### src/rtl/ttl_pkg.sv
// Shared definitions for the cascaded TTL counter chain.
//   CNT_UP / CNT_DN : values of the up input
//   MOD_BCD/MOD_BIN : common stage moduli (LS160 / LS163 style)
//   terminal()      : stage terminal-count test for a given direction
package ttl_pkg;
  localparam logic CNT_UP  = 1'b1;
  localparam logic CNT_DN  = 1'b0;
  localparam int   MOD_BCD = 10;
  localparam int   MOD_BIN = 16;

  // Up: terminal at MOD-1. Down: terminal at 0. Values >= MOD are never
  // terminal when counting up, so an illegal loaded value simply runs off
  // the top of the W-bit range.
  function automatic logic terminal(input int unsigned val, input logic up,
                                    input int unsigned mod);
    return (up == CNT_UP) ? (val == mod - 32'd1) : (val == 32'd0);
  endfunction
endpackage

### src/rtl/ttl_counter_chain_if.sv
// Control/data bundle of the counter chain.
//   master : drives n_sclr, n_load, p, ent, enp, up; samples q, stage_tc, rco, tc_pulse
//   slave  : the counter chain itself
interface ttl_counter_chain_if #(
  parameter int DIGITS = 2,
  parameter int W      = 4
);
  logic                  n_sclr;
  logic                  n_load;
  logic [DIGITS*W-1:0]   p;
  logic                  ent;
  logic                  enp;
  logic                  up;
  logic [DIGITS*W-1:0]   q;
  logic [DIGITS-1:0]     stage_tc;
  logic                  rco;
  logic                  tc_pulse;

  modport master (output n_sclr, n_load, p, ent, enp, up,
                  input  q, stage_tc, rco, tc_pulse);
  modport slave  (input  n_sclr, n_load, p, ent, enp, up,
                  output q, stage_tc, rco, tc_pulse);
endinterface

### src/rtl/ttl_counter_chain_stage.sv
// One counter digit: W-bit register, modulo-MOD up/down step.
//   clk, n_clr : clock, async active-low clear
//   n_sclr     : sync clear (highest edge priority)
//   load       : sync parallel load of load_val
//   cnt_en     : step enable (already includes the lower-stage enable chain)
//   up         : direction
//   q, tc      : current value, terminal flag for the current direction
module ttl_counter_stage
  import ttl_pkg::*;
#(
  parameter int W   = 4,
  parameter int MOD = 10
) (
  input  logic         clk,
  input  logic         n_clr,
  input  logic         n_sclr,
  input  logic         load,
  input  logic [W-1:0] load_val,
  input  logic         cnt_en,
  input  logic         up,
  output logic [W-1:0] q,
  output logic         tc
);
  localparam logic [W-1:0] L_TOP = W'(MOD - 1);

  logic [W-1:0] r_q;
  logic [W-1:0] w_step;

  // Plain W-bit +/-1 outside the legal range keeps illegal values moving
  // (up walks to 2**W-1 then 0, down walks back into range).
  always_comb begin
    w_step = r_q;
    if (up == CNT_UP) w_step = (r_q == L_TOP) ? '0 : r_q + W'(1);
    else              w_step = (r_q == '0)    ? L_TOP : r_q - W'(1);
  end

  always_ff @(posedge clk or negedge n_clr) begin
    if (!n_clr)       r_q <= '0;
    else if (!n_sclr) r_q <= '0;
    else if (load)    r_q <= load_val;
    else if (cnt_en)  r_q <= w_step;
  end

  assign q  = r_q;
  assign tc = terminal(32'(r_q), up, MOD);
endmodule

### src/rtl/ttl_counter_chain.sv
// Cascaded synchronous counter: DIGITS stages of W bits, each modulo MOD.
//   clk    : rising-edge clock
//   n_clr  : async active-low reset (q, tc_pulse to 0)
//   bus    : slave side of ttl_counter_chain_if (sclr/load/p/enables/up in,
//            q/stage_tc/rco/tc_pulse out)
// AUTO_RELOAD=1 turns the chain into a programmable divider: the full-chain
// terminal edge loads p instead of wrapping.
module ttl_counter_chain
  import ttl_pkg::*;
#(
  parameter int DIGITS      = 2,
  parameter int W           = 4,
  parameter int MOD         = 10,
  parameter int AUTO_RELOAD = 0
) (
  input  logic                 clk,
  input  logic                 n_clr,
  ttl_counter_chain_if.slave   bus
);
  logic [DIGITS-1:0][W-1:0] w_p;
  logic [DIGITS-1:0][W-1:0] w_q;
  logic [DIGITS-1:0]        w_tc;
  logic [DIGITS-1:0]        w_en_chain;
  logic                     w_all_tc;
  logic                     w_event;
  logic                     w_load;
  logic                     r_tc_pulse;

  assign w_p      = bus.p;
  assign w_all_tc = &w_tc;
  // Full-chain wrap actually happening at this edge (not masked by sclr/load).
  assign w_event  = bus.ent & bus.enp & w_all_tc & bus.n_sclr & bus.n_load;
  assign w_load   = ~bus.n_load | ((AUTO_RELOAD != 0) & w_event);

  for (genvar i = 0; i < DIGITS; i++) begin : g_stage
    // Stage i steps only when every lower stage sits at its terminal value.
    if (i == 0) begin : g_first
      assign w_en_chain[i] = bus.ent & bus.enp;
    end else begin : g_next
      assign w_en_chain[i] = w_en_chain[i-1] & w_tc[i-1];
    end

    ttl_counter_stage #(.W(W), .MOD(MOD)) u_stage (
      .clk      (clk),
      .n_clr    (n_clr),
      .n_sclr   (bus.n_sclr),
      .load     (w_load),
      .load_val (w_p[i]),
      .cnt_en   (w_en_chain[i]),
      .up       (bus.up),
      .q        (w_q[i]),
      .tc       (w_tc[i])
    );
  end

  always_ff @(posedge clk or negedge n_clr) begin
    if (!n_clr) r_tc_pulse <= 1'b0;
    else        r_tc_pulse <= w_event;
  end

  assign bus.q        = w_q;
  assign bus.stage_tc = w_tc;
  assign bus.rco      = bus.ent & w_all_tc;
  assign bus.tc_pulse = r_tc_pulse;
endmodule

### src/flat_wrapper.sv
// flat-port wrapper written by rule: the top's interface ports become plain ports
module ttl_counter_chain_flat import ttl_pkg::*;
#(
  parameter int DIGITS      = 2,
  parameter int W           = 4,
  parameter int MOD         = 10,
  parameter int AUTO_RELOAD = 0
)
  (clk, n_clr, bus_n_sclr, bus_n_load, bus_p, bus_ent, bus_enp, bus_up, bus_q, bus_stage_tc, bus_rco, bus_tc_pulse);
  ttl_counter_chain_if #(.DIGITS(DIGITS), .W(W)) bus_i ();
  input  logic clk;
  input  logic n_clr;
  input wire logic [$bits(bus_i.n_sclr)-1:0] bus_n_sclr;
  input wire logic [$bits(bus_i.n_load)-1:0] bus_n_load;
  input wire logic [$bits(bus_i.p)-1:0] bus_p;
  input wire logic [$bits(bus_i.ent)-1:0] bus_ent;
  input wire logic [$bits(bus_i.enp)-1:0] bus_enp;
  input wire logic [$bits(bus_i.up)-1:0] bus_up;
  output wire logic [$bits(bus_i.q)-1:0] bus_q;
  output wire logic [$bits(bus_i.stage_tc)-1:0] bus_stage_tc;
  output wire logic [$bits(bus_i.rco)-1:0] bus_rco;
  output wire logic [$bits(bus_i.tc_pulse)-1:0] bus_tc_pulse;
  assign bus_i.n_sclr = bus_n_sclr;
  assign bus_i.n_load = bus_n_load;
  assign bus_i.p = bus_p;
  assign bus_i.ent = bus_ent;
  assign bus_i.enp = bus_enp;
  assign bus_i.up = bus_up;
  assign bus_q = bus_i.q;
  assign bus_stage_tc = bus_i.stage_tc;
  assign bus_rco = bus_i.rco;
  assign bus_tc_pulse = bus_i.tc_pulse;
  ttl_counter_chain #(.DIGITS(DIGITS), .W(W), .MOD(MOD), .AUTO_RELOAD(AUTO_RELOAD)) u_core (.clk(clk), .n_clr(n_clr), .bus(bus_i));
endmodule
### config.mk
export PLATFORM = sky130hd
export DESIGN_NAME = ttl_counter_chain_flat
export DESIGN_NICKNAME = d
export VERILOG_FILES = /design/src/rtl/ttl_pkg.sv /design/src/rtl/ttl_counter_chain_if.sv /design/src/rtl/ttl_counter_chain_stage.sv /design/src/rtl/ttl_counter_chain.sv /design/src/flat_wrapper.sv
export SDC_FILE = /design/constraint.sdc
export NUM_CORES = 1
export LEC_CHECK = 0
export CORE_AREA = 10 10 55 57
export DETAILED_ROUTE_END_ITERATION = 10
export DIE_AREA = 0 0 65 67
export PLACE_DENSITY = 0.75
export SLEW_MARGIN = 20
export SYNTH_ARGS = -nofsm -noshare
export SYNTH_HDL_FRONTEND = slang
export SYNTH_SLANG_ARGS = --single-unit
### constraint.sdc
create_clock -name clk -period 3.9 [get_ports clk]
set_input_delay 1.17 -clock clk [delete_from_list [all_inputs] [get_ports clk]]
set_output_delay 1.17 -clock clk [all_outputs]
set_load 0.02 [all_outputs]
==> flow_metrics.env, run 1 <==
export IMPL_status="completed"
export IMPL_rows=16
export IMPL_die_area_sq_um=4360
export IMPL_end_kind="output pin"
export IMPL_hold_viol_final=0
export IMPL_synthArstFlopShare_pct=100
export IMPL_slew_limit_headroom_pct=66.9
export IMPL_yosys_warnings=0
export IMPL_r2r_slack_ps=2010
export IMPL_path_clk_slew_ps=60
export IMPL_hold_buffers=0
export IMPL_grt_pass1_wl_um=4040
export IMPL_portBuffers=26
export IMPL_cts_resized=3
export IMPL_fin_nets=156
export IMPL_clock_sinks=9
export IMPL_seq_area_frac_synth_pct=26.9
export IMPL_r2r_start="u_core.g_stage[0].u_stage.q[3]"
export IMPL_grt_max_degree=17
export IMPL_cts_tree="yes"
export IMPL_rr_worst_depth=6
export IMPL_synth_cells=110
export IMPL_die_h_um=67
export IMPL_synthesis_nets=128
export IMPL_dpl_hpwl_um=1940
export IMPL_drv_slew=0
export IMPL_drtAntennaViolNets=0
export IMPL_avgSynthCellArea_sq_um=7.62
export IMPL_grt_pass1_vias=909
export IMPL_worst_setup_path_start_kind="input pin"
export IMPL_synth_seq_cells=9
export IMPL_start_util_pct=43.2
export IMPL_die_width_um=65
export IMPL_antenna_found_initial=0
export IMPL_period_minus_slack_ps=3730
export IMPL_final_cell_area_sq_um=1140
export IMPL_first_pass_iters=4
export IMPL_gp_congestion=0.837
export IMPL_holdWs_ps=713
export IMPL_drt_iter0_drc=31
export IMPL_ys_top_cells_by_area="dfrtp_1 27%, o21ai_0 8.4%, nand2_1 4.9%"
export IMPL_ctsLongestPathBuffers=2
export IMPL_area_delta_synth_final_pct=35.8
export IMPL_ios=27
export IMPL_synth_edf_count=0
export IMPL_insertion_delay_ps=260
export IMPL_drc=0
export IMPL_grt_usage_pct=11.3
export IMPL_path_max_fanout=5
export IMPL_cts_root_buf="clkbuf_4"
export IMPL_synth_commonest_cells="14 x o21ai_0, 11 x nand2_1, 9 x dfrtp_1, 8 x a21oi_1, 7 x nor2_1"
export IMPL_postCtsSetupRepairBufs=0
export IMPL_whs_path_depth=2
export IMPL_ys_flop_type="dfrtp_1"
export IMPL_regToRegEndpoint="u_core.g_stage[1].u_stage.q[3]"
export IMPL_routed_via_density=5.41
export IMPL_post_route_util_pct=58.6
export IMPL_worstPathRequired_ps=2730
export IMPL_synth_top_cell_by_area="dfrtp_1"
export IMPL_max_cap_viol_count=0
export IMPL_place_area_sq_um=1120
export IMPL_cts_htree_levels=1
export IMPL_cts_buffers=3
export IMPL_yosysTopAreaCellShare_pct=26.9
export IMPL_core_area_sq_um=1940
export IMPL_yosysUniqueCellTypes=35
export IMPL_fin_crit_sh_pct=95.7
export IMPL_fmax_mhz=268
export IMPL_syn_area_sq_um=838
export IMPL_routed_via_count=888
export IMPL_yosysMostFrequentCell="o21ai_0"
export IMPL_hold_path_endpoint="u_core.g_stage[1].u_stage.q[3]"
export IMPL_p_leak_nw=0.462
export IMPL_diodes=0
export IMPL_hp_start="u_core.g_stage[1].u_stage.q[3]"
export IMPL_worst_slew_pin_slew_ps=495
export IMPL_drive_gt1_share_pct=10.9
export IMPL_crit_type="in2out"
export IMPL_globalRouteOverflowTotal=0
export IMPL_wirelength_um=2460
export IMPL_hold_class="reg2reg"
export IMPL_cellPowerDensity_nw_per_um2=256
export IMPL_rsz0062_at_grt="false"
export IMPL_setup_violations_final=0
export IMPL_wl_per_cell_um=15.0
export IMPL_finClkSkew_ps=3.13
export IMPL_cp_data_arrival_time_ps=2560
export IMPL_ir_drop_v=0.000197
-- cells by family (layout without fill, tap and decap cells) --
logic type / count (synthesis) / count (layout) / synth area share (%)
fa+ha+maj: 3 / 3 / 4.48
simple gates: 42 / 42 / 26.3
xor+xnor: 3 / 3 / 3.13
buf+inv: 13 / 40 / 8.66
flops: 9 / 9 / 26.9
compound gates: 38 / 38 / 28.2
mux: 2 / 2 / 2.39
-- worst max path at each step --
stage / from / end / depth (start not counted)
2_1_floorplan: bus_up / bus_rco / 3
3_3_place_gp: bus_up / bus_rco / 7
3_5_place_dp: bus_up / bus_rco / 7
4_1_cts: bus_up / bus_rco / 7
5_1_grt: bus_up / bus_stage_tc[1] / 7
6_report: bus_up / bus_stage_tc[1] / 7
-- area by class of cell --
class | count | area, sq um
Clock buffer | 4 | 26.3
Fill cell | 199 | 803
Inverter | 4 | 15.0
Multi-Input combinational cell | 88 | 541
Sequential cell | 9 | 225
Tap cell | 27 | 33.8
Timing Repair Buffer | 32 | 298
-- placed cells by master (no fill, tap or decap), types with 2 or more instances in the layout --
cell type / netlist / final
inv_1: 4 / 4
clkbuf_4: 0 / 3
dfrtp_1: 9 / 9
clkdlybuf4s50_1: 0 / 23
o21ai_0: 14 / 14
a211oi_1: 3 / 3
xnor2_1: 3 / 3
nor2_1: 7 / 7
nand2b_1: 3 / 3
dlygate4sd2_1: 0 / 2
nor2b_1: 4 / 4
ha_1: 3 / 3
nand2_1: 11 / 11
mux2i_1: 2 / 2
a21oi_1: 8 / 8
a31oi_1: 5 / 5
nand3_1: 5 / 5
buf_4: 4 / 6
or3_1: 3 / 3
a311oi_1: 2 / 2
-- stage by stage --
step                      setup WS (ps)  cells  setup TNS (ps)  power [mW]
after global placement             -176    160            -311       0.221
after global routing               51.9    164               0       0.310
after floorplan                     801    110               0       0.177
after CTS                          60.7    164               0       0.294
final                               169    164               0       0.291
after detailed placement           -210    160            -421       0.224
-- metal layers --
metal	vias to the layer above	part of all wire, %	global-route usage, %
met5	-	0	0
met4	0	1.1	2.14
met3	2	11	6.52
met2	38	49	20.0
met1	399	39	11.4
li1	449	-	-
-- critical path, stage by stage --
cell,delay (ps)
clkdlybuf4s50_1,410
buf_4,150
nor3b_1,190
a31oi_1,60
nor2_1,130
buf_4,120
dlygate4sd2_1,320
-- registers in the layout (all words and copies together) (netlist names) --
| register | cells |
|---|---|
| u_core.g_stage.u_stage.q | 8 |
| u_core.bus.tc_pulse | 1 |
-- power by group --
part	internal, mW	leakage [nW]	switching [mW]
sequential	0.0994	0.118	0.0133
clock	0.0394	0.0150	0.0316
combinational	0.0541	0.329	0.0534
Power figures use the tool's default switching activity.
==> run 2: changes to the inputs <==
--- a/config.mk
+++ b/config.mk
@@ -9,6 +9,7 @@
 export DETAILED_ROUTE_END_ITERATION = 10
 export DIE_AREA = 0 0 65 67
 export PLACE_DENSITY = 0.75
+export REMOVE_ABC_BUFFERS = 1
 export SLEW_MARGIN = 20
 export SYNTH_ARGS = -nofsm -noshare
 export SYNTH_HDL_FRONTEND = slang
==> flow_metrics.env, run 2 (synthesized netlist as in run 1, its figures left out) <==
export IMPL_status="completed"
export IMPL_grt_pass1_vias=874
export IMPL_drv_slew=0
export IMPL_grt_max_degree=13
export IMPL_ios=27
export IMPL_finClkSkew_ps=0.621
export IMPL_pre_cts_slack_ps=-213
export IMPL_crit_type="in2out"
export IMPL_worst_setup_path_start_kind="input pin"
export IMPL_hold_buffers=0
export IMPL_path_clk_slew_ps=60
export IMPL_core_area_sq_um=1940
export IMPL_die_area_sq_um=4360
export IMPL_gp_congestion=0.807
export IMPL_clock_sinks=9
export IMPL_fin_crit_sh_pct=97.7
export IMPL_holdWs_ps=717
export IMPL_worst_path_largest_cell_delay_ps=470
export IMPL_portBuffers=26
export IMPL_ctsLongestPathBuffers=2
export IMPL_max_cap_viol_count=0
export IMPL_cts_root_buf="clkbuf_4"
export IMPL_hp_start="u_core.g_stage[1].u_stage.q[3]"
export IMPL_grt_usage_pct=11.4
export IMPL_cts_tree="yes"
export IMPL_fmax_mhz=262
export IMPL_grt_pass1_wl_um=4000
export IMPL_largest_reg_flops=8
export IMPL_cts_buffers=3
export IMPL_hold_class="reg2reg"
export IMPL_drt_iter0_drc=40
export IMPL_p_total_mw=0.291
export IMPL_rsz0062_at_grt="false"
export IMPL_wirelength_um=2410
export IMPL_routed_via_count=908
export IMPL_tns_ps=0
export IMPL_area_delta_synth_final_pct=37.3
export IMPL_cts_resized=3
export IMPL_rows=16
export IMPL_start_util_pct=43.2
export IMPL_rr_worst_depth=6
export IMPL_postCtsSetupRepairBufs=0
export IMPL_ir_drop_v=0.000214
export IMPL_path_buf_inv=2
export IMPL_first_pass_iters=4
export IMPL_antenna_found_initial=0
export IMPL_diodes=0
export IMPL_hold_path_endpoint="u_core.g_stage[1].u_stage.q[3]"
export IMPL_die_width_um=65
export IMPL_cellPowerDensity_nw_per_um2=253
export IMPL_critPathSlowestCell="clkdlybuf4s50_1"
export IMPL_drtAntennaViolNets=0
export IMPL_regToRegEndpoint="u_core.g_stage[1].u_stage.q[1]"
export IMPL_drive_gt1_share_pct=10.9
export IMPL_r2r_slack_ps=2040
export IMPL_path_delay_family="buffers and inverters"
export IMPL_hold_viol_final=0
export IMPL_period_minus_slack_ps=3810
export IMPL_cp_data_arrival_time_ps=2640
export IMPL_worst_slew_pin_slew_ps=411
export IMPL_layout_setup_ws_ps=88.6
export IMPL_setup_violations_final=0
export IMPL_final_common_cell="clkdlybuf4s50_1"
export IMPL_path_max_fanout=4
export IMPL_fin_nets=157
export IMPL_end_kind="output pin"
export IMPL_cts_htree_levels=1
export IMPL_p_leak_nw=0.467
export IMPL_insertion_delay_ps=250
export IMPL_final_cell_mix="23 x clkdlybuf4s50_1, 14 x o21ai_0, 11 x nand2_1"
export IMPL_drc=0
export IMPL_die_h_um=67
export IMPL_r2r_start="u_core.g_stage[1].u_stage.q[0]"
export IMPL_whs_path_depth=2
export IMPL_worstPathRequired_ps=2730
export IMPL_routed_via_density=5.50
export IMPL_globalRouteOverflowTotal=0
export IMPL_wl_per_cell_um=14.6
export IMPL_dpl_hpwl_um=1890
export IMPL_worstPathCellList="clkdlybuf4s50_1 -> or3_1 -> a21boi_2 -> and3_2 -> clkdlybuf4s15_1"
export IMPL_slew_limit_headroom_pct=72.5
run 2: changes by cell type in the layout (fill, tap and decap cells not counted), sizes merged:
cell | previous run | this run
buf | 6 | 7
clkbuf | 5 | 4
clkdlybuf4s15 | 0 | 1
run 2: area by class of cell:
type                       instances  area [sq um]
tap                               27          33.8
inverter                           4          15.0
multi-input combinational         88           541
fill                             197           791
timing repair buffer              33           310
clock buffer                       4          26.3
sequential                         9           225
run 2: metrics by stage:
step,utilization [%],instance area [sq um],instances
after floorplan,-,781,101
after global placement,58.1,1130,161
after detailed placement,58.1,1130,161
after CTS,59.2,1150,165
after global routing,59.3,1150,165
final,59.3,1150,165
run 2: per-layer routing:
layer  up-vias  track usage [%]  routed length, um
li1        455                -                  -
met1       423             12.0               1060
met2        30             19.1               1110
met3         0             7.69                236
met4         0             1.60                  0
met5         -                0                  0
run 2: worst max-delay path by stage:
stage	startpoint	endpoint	slack, ps	cells after the start
after CTS	bus_up	bus_rco	50	5
after detailed placement	bus_up	bus_rco	-210	5
after global routing	bus_up	bus_rco	20	5
after global placement	bus_up	bus_rco	-200	5
after floorplan	bus_up	bus_rco	630	3
final	bus_up	bus_rco	90	5
run 2: worst reg2reg max path, stage by stage, from the launching register on:
cell and delay [ps]:
dfrtp_1 470, inv_1 140, ha_1 240, or3b_2 480, a32o_1 210, mux2i_1 120
o21ai_0 90
run 2: power by group:
part	switching, mW	total (mW)	internal, mW
Combinational	0.0528	0.108	0.0548
Sequential	0.0138	0.113	0.0994
Clock	0.0306	0.0699	0.0393
Total	0.0972	0.291	0.194
